==> src/rtl/riscv_pkg.sv <==
// Shared RISC-V decode definitions: opcodes, immediate formats and the decoded
// bundle carried from the decode stage to execute.
package riscv_pkg;

   localparam logic [6:0] OP_R      = 7'b0110011;
   localparam logic [6:0] OP_IMM    = 7'b0010011;
   localparam logic [6:0] OP_LOAD   = 7'b0000011;
   localparam logic [6:0] OP_JALR   = 7'b1100111;
   localparam logic [6:0] OP_BRANCH = 7'b1100011;
   localparam logic [6:0] OP_STORE  = 7'b0100011;
   localparam logic [6:0] OP_LUI    = 7'b0110111;
   localparam logic [6:0] OP_AUIPC  = 7'b0010111;
   localparam logic [6:0] OP_JAL    = 7'b1101111;

   typedef enum logic [2:0] {
      IMM_NONE,
      IMM_I,
      IMM_S,
      IMM_B,
      IMM_U,
      IMM_J
   } imm_type_e;

   // imm is kept at 32 bits; the stage sign-extends it to XLEN on output.
   typedef struct packed {
      logic [4:0]  rs1_addr;
      logic [4:0]  rs2_addr;
      logic [4:0]  rd_addr;
      logic [6:0]  opcode;
      logic [2:0]  funct3;
      logic [6:0]  funct7;
      logic [31:0] imm;
      logic        is_imm;
      logic        rd_we;
      logic        illegal;
   } dec_bundle_t;

   function automatic logic [31:0] gen_imm(input logic [31:0] instr, input imm_type_e kind);
      logic [31:0] imm;
      imm = '0;
      case (kind)
         IMM_I:   imm = {{20{instr[31]}}, instr[31:20]};
         IMM_S:   imm = {{20{instr[31]}}, instr[31:25], instr[11:7]};
         IMM_B:   imm = {{19{instr[31]}}, instr[31], instr[7], instr[30:25], instr[11:8], 1'b0};
         IMM_U:   imm = {instr[31:12], 12'b0};
         IMM_J:   imm = {{11{instr[31]}}, instr[31], instr[19:12], instr[20], instr[30:21], 1'b0};
         default: imm = '0;
      endcase
      return imm;
   endfunction

endpackage

==> src/rtl/instr_field_decode.sv <==
// Combinational field extraction: register/control fields, immediate, register
// usage flags and the illegal-instruction check.
module instr_field_decode
   import riscv_pkg::*;
#(
   parameter int NREG = 32
) (
   input  logic [31:0] instr,
   output dec_bundle_t dec,
   output logic        use_rs1,
   output logic        use_rs2
);

   imm_type_e   kind;
   logic        known;
   logic        has_rd;
   logic        has_rs1;
   logic        has_rs2;
   logic        has_f3;
   logic        has_f7;
   logic        bad_reg;
   logic        illegal;
   logic [4:0]  rd;
   logic [4:0]  rs1;
   logic [4:0]  rs2;
   logic [31:0] imm32;

   assign rd  = instr[11:7];
   assign rs1 = instr[19:15];
   assign rs2 = instr[24:20];

   always_comb begin
      // NOTE: every variable gets a default before the case so no path leaves
      // one unassigned, which would otherwise infer a latch.
      kind    = IMM_NONE;
      known   = 1'b1;
      has_rd  = 1'b0;
      has_rs1 = 1'b0;
      has_rs2 = 1'b0;
      has_f3  = 1'b0;
      has_f7  = 1'b0;
      case (instr[6:0])
         OP_R: begin
            has_rd = 1'b1; has_rs1 = 1'b1; has_rs2 = 1'b1; has_f3 = 1'b1; has_f7 = 1'b1;
         end
         OP_IMM, OP_LOAD, OP_JALR: begin
            kind = IMM_I; has_rd = 1'b1; has_rs1 = 1'b1; has_f3 = 1'b1;
         end
         OP_STORE: begin
            kind = IMM_S; has_rs1 = 1'b1; has_rs2 = 1'b1; has_f3 = 1'b1;
         end
         OP_BRANCH: begin
            kind = IMM_B; has_rs1 = 1'b1; has_rs2 = 1'b1; has_f3 = 1'b1;
         end
         OP_LUI, OP_AUIPC: begin
            kind = IMM_U; has_rd = 1'b1;
         end
         OP_JAL: begin
            kind = IMM_J; has_rd = 1'b1;
         end
         default: known = 1'b0;
      endcase

      // Only fields the format actually uses can make the instruction illegal.
      bad_reg = (has_rd  && ({1'b0, rd}  >= 6'(NREG))) ||
                (has_rs1 && ({1'b0, rs1} >= 6'(NREG))) ||
                (has_rs2 && ({1'b0, rs2} >= 6'(NREG)));
      illegal = !known || bad_reg;
      imm32   = gen_imm(instr, kind);

      dec         = '0;
      dec.opcode  = instr[6:0];
      dec.illegal = illegal;
      use_rs1     = 1'b0;
      use_rs2     = 1'b0;
      if (!illegal) begin
         dec.rs1_addr = has_rs1 ? rs1 : 5'd0;
         dec.rs2_addr = has_rs2 ? rs2 : 5'd0;
         dec.rd_addr  = has_rd  ? rd  : 5'd0;
         dec.funct3   = has_f3  ? instr[14:12] : 3'd0;
         dec.funct7   = has_f7  ? instr[31:25] : 7'd0;
         dec.imm      = imm32;
         dec.is_imm   = kind inside {IMM_I, IMM_S, IMM_B, IMM_J};
         dec.rd_we    = has_rd && (rd != 5'd0);
         use_rs1      = has_rs1;
         use_rs2      = has_rs2;
      end
   end

endmodule

==> src/rtl/decode_stage.sv <==
// Registered decode stage between fetch and execute: valid/ready handshake,
// decoded output register and a busy-bit scoreboard for RAW hazards.
module decode_stage
   import riscv_pkg::*;
#(
   parameter int XLEN  = 32,
   parameter int NREG  = 32,
   parameter bit SB_EN = 1'b1
) (
   input  logic            clk,
   input  logic            rst_n,
   input  logic            in_valid,
   output logic            in_ready,
   input  logic [31:0]     in_instr,
   input  logic [XLEN-1:0] in_pc,
   output logic            out_valid,
   input  logic            out_ready,
   output logic [XLEN-1:0] out_pc,
   output logic [4:0]      out_rs1_addr,
   output logic [4:0]      out_rs2_addr,
   output logic [4:0]      out_rd_addr,
   output logic [6:0]      out_opcode,
   output logic [2:0]      out_funct3,
   output logic [6:0]      out_funct7,
   output logic [XLEN-1:0] out_imm,
   output logic            out_is_imm,
   output logic            out_rd_we,
   output logic            out_illegal,
   input  logic            wb_valid,
   input  logic [4:0]      wb_rd_addr,
   input  logic            flush
);

   dec_bundle_t     dec;
   dec_bundle_t     out_q;
   logic [XLEN-1:0] pc_q;
   logic            out_valid_q;
   logic            use_rs1;
   logic            use_rs2;
   logic [NREG-1:0] busy;
   logic [NREG-1:0] busy_nxt;
   logic [31:0]     busy_ext;
   logic            pend_rs1;
   logic            pend_rs2;
   logic            hazard;
   logic            acc;

   instr_field_decode #(.NREG(NREG)) u_field_decode (
      .instr   (in_instr),
      .dec     (dec),
      .use_rs1 (use_rs1),
      .use_rs2 (use_rs2)
   );

   always_comb begin
      // Widened view so a 5-bit index never reads past the NREG busy bits;
      // indices >= NREG only reach here from illegal words, whose use flags are 0.
      busy_ext = 32'(busy);
      pend_rs1 = busy_ext[dec.rs1_addr] && !(wb_valid && wb_rd_addr == dec.rs1_addr);
      pend_rs2 = busy_ext[dec.rs2_addr] && !(wb_valid && wb_rd_addr == dec.rs2_addr);
      hazard   = SB_EN && ((use_rs1 && pend_rs1) || (use_rs2 && pend_rs2));
      in_ready = !flush && (!out_valid_q || out_ready) && !hazard;
      acc      = in_valid && in_ready;
      // Set after clear so a new writer of the same register wins.
      for (int i = 0; i < NREG; i++) begin
         busy_nxt[i] = (busy[i] && !(wb_valid && wb_rd_addr == 5'(i))) ||
                       (acc && dec.rd_we && dec.rd_addr == 5'(i));
      end
   end

   always_ff @(posedge clk or negedge rst_n) begin
      // NOTE: state registers use non-blocking assignments so every flop samples
      // the pre-edge values regardless of statement order.
      if (!rst_n) begin
         out_valid_q <= 1'b0;
         out_q       <= '0;
         pc_q        <= '0;
         busy        <= '0;
      end else if (flush) begin
         out_valid_q <= 1'b0;
         busy        <= '0;
      end else begin
         if (acc) begin
            out_valid_q <= 1'b1;
            out_q       <= dec;
            pc_q        <= in_pc;
         end else if (out_ready) begin
            out_valid_q <= 1'b0;
         end
         busy <= busy_nxt;
      end
   end

   assign out_valid    = out_valid_q;
   assign out_pc       = pc_q;
   assign out_rs1_addr = out_q.rs1_addr;
   assign out_rs2_addr = out_q.rs2_addr;
   assign out_rd_addr  = out_q.rd_addr;
   assign out_opcode   = out_q.opcode;
   assign out_funct3   = out_q.funct3;
   assign out_funct7   = out_q.funct7;
   assign out_imm      = XLEN'($signed(out_q.imm));
   assign out_is_imm   = out_q.is_imm;
   assign out_rd_we    = out_q.rd_we;
   assign out_illegal  = out_q.illegal;

endmodule

==> config.mk <==
export PLATFORM = sky130hd
export DESIGN_NAME = decode_stage
export DESIGN_NICKNAME = d
export VERILOG_FILES = /design/src/rtl/riscv_pkg.sv /design/src/rtl/instr_field_decode.sv /design/src/rtl/decode_stage.sv
export SDC_FILE = /design/constraint.sdc
export NUM_CORES = 1
export LEC_CHECK = 0
export BUFFER_PORTS_ARGS = -buffer_cell sky130_fd_sc_hd__buf_2
export CORE_MARGIN = 8
export CORE_UTILIZATION = 50
export CTS_BUF_LIST = sky130_fd_sc_hd__clkbuf_8
export CTS_CLUSTER_SIZE = 20
export DETAILED_ROUTE_END_ITERATION = 12
export HOLD_SLACK_MARGIN = 0.02
export PLACE_DENSITY_LB_ADDON = 0.3
export SYNTH_ARGS = -nofsm -noshare
export SYNTH_HDL_FRONTEND = slang
export SYNTH_SLANG_ARGS = --single-unit
==> constraint.sdc <==
create_clock -name clk -period 5.1 [get_ports clk]
set_input_delay 1.02 -clock clk [delete_from_list [all_inputs] [get_ports clk]]
set_output_delay 1.02 -clock clk [all_outputs]
set_load 0.02 [all_outputs]
==> results.md <==
* Vias per std cell at around 6.1
* TritonCTS buffer count at 17
* Largest net degree at the start of global routing at 70
* # setup viols final at 0
* Pwr/cell area at just over 300 nW/um2
* Slew headroom at roughly a quarter
* Clk buf depth at 2
* CTS tree: built
* Worst EP arrival at approximately 3300 ps
* Multiplexer share of the synthesized area at 17.9%
* CTS Sinks at ~130
* Setup crit end kind: output pin
* Port buffer count at about 180
* GP Congestion at approximately 0.93
* Peak VDD IR at 0.166 mV
* Sequential area share after synthesis at 46.6%
* Post-synth ARST share at 100%
* Synth Flop Type: dfrtp_1
* Vert. Die Dim at between 100 and 150 um
* Initial antenna violation count at 0
* Yosys top cell by area: dfrtp_1
* Clock latency on the worst-skew pair at 470 ps
* Share of layout cells above drive strength 1 at about a third
* RSZ-0062 raised after global routing: false
* Worst Setup Path Type: input pin to output pin
* Ranking of synthesized cells by area: dfrtp_1 47%, mux2_4 13%, nand3_1 4.2%
* WL/cell at roughly 23 um
* Yosys warns at 0
* Placed Instance Area at around 8000 um2
* Final Power at 2.54 mW
* Post-CTS Hold Buffers at 0
* Global-route usage over all layers at 24.5%
* Fin crit period at approximately 4300 ps
* Die Area at roughly 18000 um2
* Critical path peak fanout at 16
* Non-filler cells, final at around 1000
* Seq cells post-synth at ~130
* Synthesized area at just over 7000 um2
* Clock transition at the registers of the reported paths at around 70 ps
* Final period util at 84.8%
* Core area at ~14000 um2
* Crit path required time at 4080 ps
* Simple-Gate Fraction of Synth Area at ~15%
* Area growth, synth to finish at 18.1%
* Setup bufs post-CTS at 0
* Starting Density at between 50% and 60%
* Synth Area in Adders at 0%
* Starting DRT DRC Count at 516
* Routed WL at between 20000 and 25000 um
* Post-synthesis cell count at roughly 660
* Final cell utilization of the core at 60.3%
* Sw frac at between 20 and 30%
* Slew @ Worst Pin at 1130 ps
* Post-route setup slack at between 700 and 800 ps
* Max Slew Vio Count at 0
* Share of the synthesized area in the top cell type at a little under half
* Total nets after synthesis at ~730
* H-Tree Depth at 4
* Number of remaining DRC errors at 0
* FILL cells at 1200
* Die width at around 140 um
* Status: complete, no violations
* Syn_area_per_cell at between 10 and 15 um2
* Yosys cell types at 56
* Setup TNS at 0 ps
* Synth Area in Compound Gates at around 15%
* First-pass DRT Iterations at 5
* Clock power frac at approximately a third
* XOR/XNOR Fraction of Synth Area at under 10%
* Post-cts resize count at 0
* Pre-CTS setup slack at approximately 870 ps
* Hold Slack at approximately 490 ps
* Post-DRT Antenna Nets at 0
* Vias in the first global route at between 6000 and 7000
* MaxCap Viol Count at 0
* Vias post-DR at just over 6000
* Critical Path Start Type: input pin
* # nets final at slightly below 900
* Reg power frac at between 40% and 50%
* EDFF count, synth at 0
* Root Driver: clkbuf_8
* Final HPWL DP at roughly 17000 um
* Worst Skew at 16.1 ps
* LEAKAGE at 4.11 nW
* Fin. Hold Viols at 0
* HP Class: flip-flop to flip-flop
* N_diodes at 0
* Pint at between 1.5 and 2 mW
* Largest family of logic cells by synthesized area: multiplexers
* Ports at around 180
* First-pass GRT wire length at between 30000 and 40000 um
* Comb power frac at around a fifth
* Final instance area at roughly 8400 um2
* Psw at between 0.7 and 0.8 mW
* Grt total ovfl at 0
* Fmax at 231 MHz
* Placed insts at between 900 and 1000
* # rows at 43
-- logic make-up (layout without fill, tap and decap cells) --
kind of cell,count (synthesis),in the layout
simple gates,214,214
compound gates,141,141
flops,132,132
mux,89,89
buf+inv,73,229
xor+xnor,10,10
-- power groups by stage --
stage	sequential (mW)	combinational, mW	clock, mW
global route	1.17	0.530	0.936
detailed placement	1.18	0.498	0
floorplan	1.27	0.222	0
global placement	1.18	0.488	0
finish	1.16	0.497	0.879
CTS	1.16	0.500	0.893
-- placed cells by master, fill, tap and decap left out, drive strengths merged, types with 3 or more instances in the layout --
cell,instances
o311ai,3
nand3b,7
mux2,66
a21boi,3
mux2i,18
o21ai,14
a211oi,3
a2111oi,3
nor2,25
a21oi,22
buf,182
xnor2,6
o2bb2ai,28
o2111ai,3
mux4,5
o31ai,31
o211ai,10
nor3,10
nand3,59
and3,5
clkbuf,20
inv,19
nand2b,7
nand2,69
clkinvlp,4
nor2b,11
dfrtp,132
a31oi,4
and2,3
nand4,5
xor2,4
nor3b,5
-- critical path, cell delays in order --
cell	delay, ps
buf_2	350
mux4_2	560
a2111oi_0	470
o21ai_1	120
and3_1	190
a21o_1	230
nor3_1	160
buf_2	190
-- routing by layer --
metal  track usage, %  up-vias  share of wire (%)
li1                 -     2690                  -
met1             31.5     2977                 41
met2             38.3      320                 47
met3             6.58       61                9.0
met4             10.1        0                2.7
met5                0        -                  0
-- flip-flops by register name, indices dropped and copies added, names as in the netlist --
| name | cells |
|---|---|
| out_imm | 32 |
| busy | 32 |
| out_funct3 | 3 |
| out_is_imm | 1 |
| out_rd_addr | 5 |
| out_rs2_addr | 5 |
| out_pc | 32 |
| out_funct7 | 7 |
| out_valid | 1 |
| out_rd_we | 1 |
| out_illegal | 1 |
| out_rs1_addr | 5 |
| out_opcode | 7 |
-- worst paths after layout --
| check | cells after the start | end | slack [ps] | from |
|---|---|---|---|---|
| max | 8 | in_ready | 780 | in_instr[15] |
| min | 1 | out_rd_addr[4] | 490 | out_rd_addr[4] |
| max reg2reg | 8 | out_pc[21] | 1910 | busy[1] |
| min reg2reg | 1 | out_rd_addr[4] | 490 | out_rd_addr[4] |
| max in group asynchronous | 2 | out_rd_we | 3580 | rst_n |
| min in group asynchronous | 1 | out_imm[30] | 670 | rst_n |
-- synth_stat cells, types with 3 or more instances --
cell / count
buf_6: 7
a21oi_1: 22
o21ai_0: 12
nor2_1: 25
nand4_1: 5
nor2b_1: 11
buf_2: 12
o2bb2ai_1: 28
o2111ai_1: 3
mux2i_1: 18
o31ai_1: 31
buf_1: 5
nand3_1: 59
nand3b_1: 7
a2111oi_0: 3
nand2_1: 69
mux2_4: 62
o211ai_1: 10
nor3b_1: 5
dfrtp_1: 132
inv_1: 15
xnor2_1: 6
clkbuf_1: 31
mux2_2: 4
o311ai_0: 3
a211oi_1: 3
mux4_2: 5
a21boi_0: 3
and3_1: 5
nor3_1: 10
buf_4: 3
nand2b_1: 7
a31oi_1: 4
xor2_1: 4
-- area by class of cell --
cell class	count	area [um2]	share of cell area (%)
clock buffer	20	275	3.29
tap	180	225	2.69
sequential	132	3300	39.4
clock inverter	12	115	1.37
inverter	15	56.3	0.672
timing repair buffer	182	956	11.4
multi-input combinational	454	3440	41.1
(Power assumes the default switching activity.)
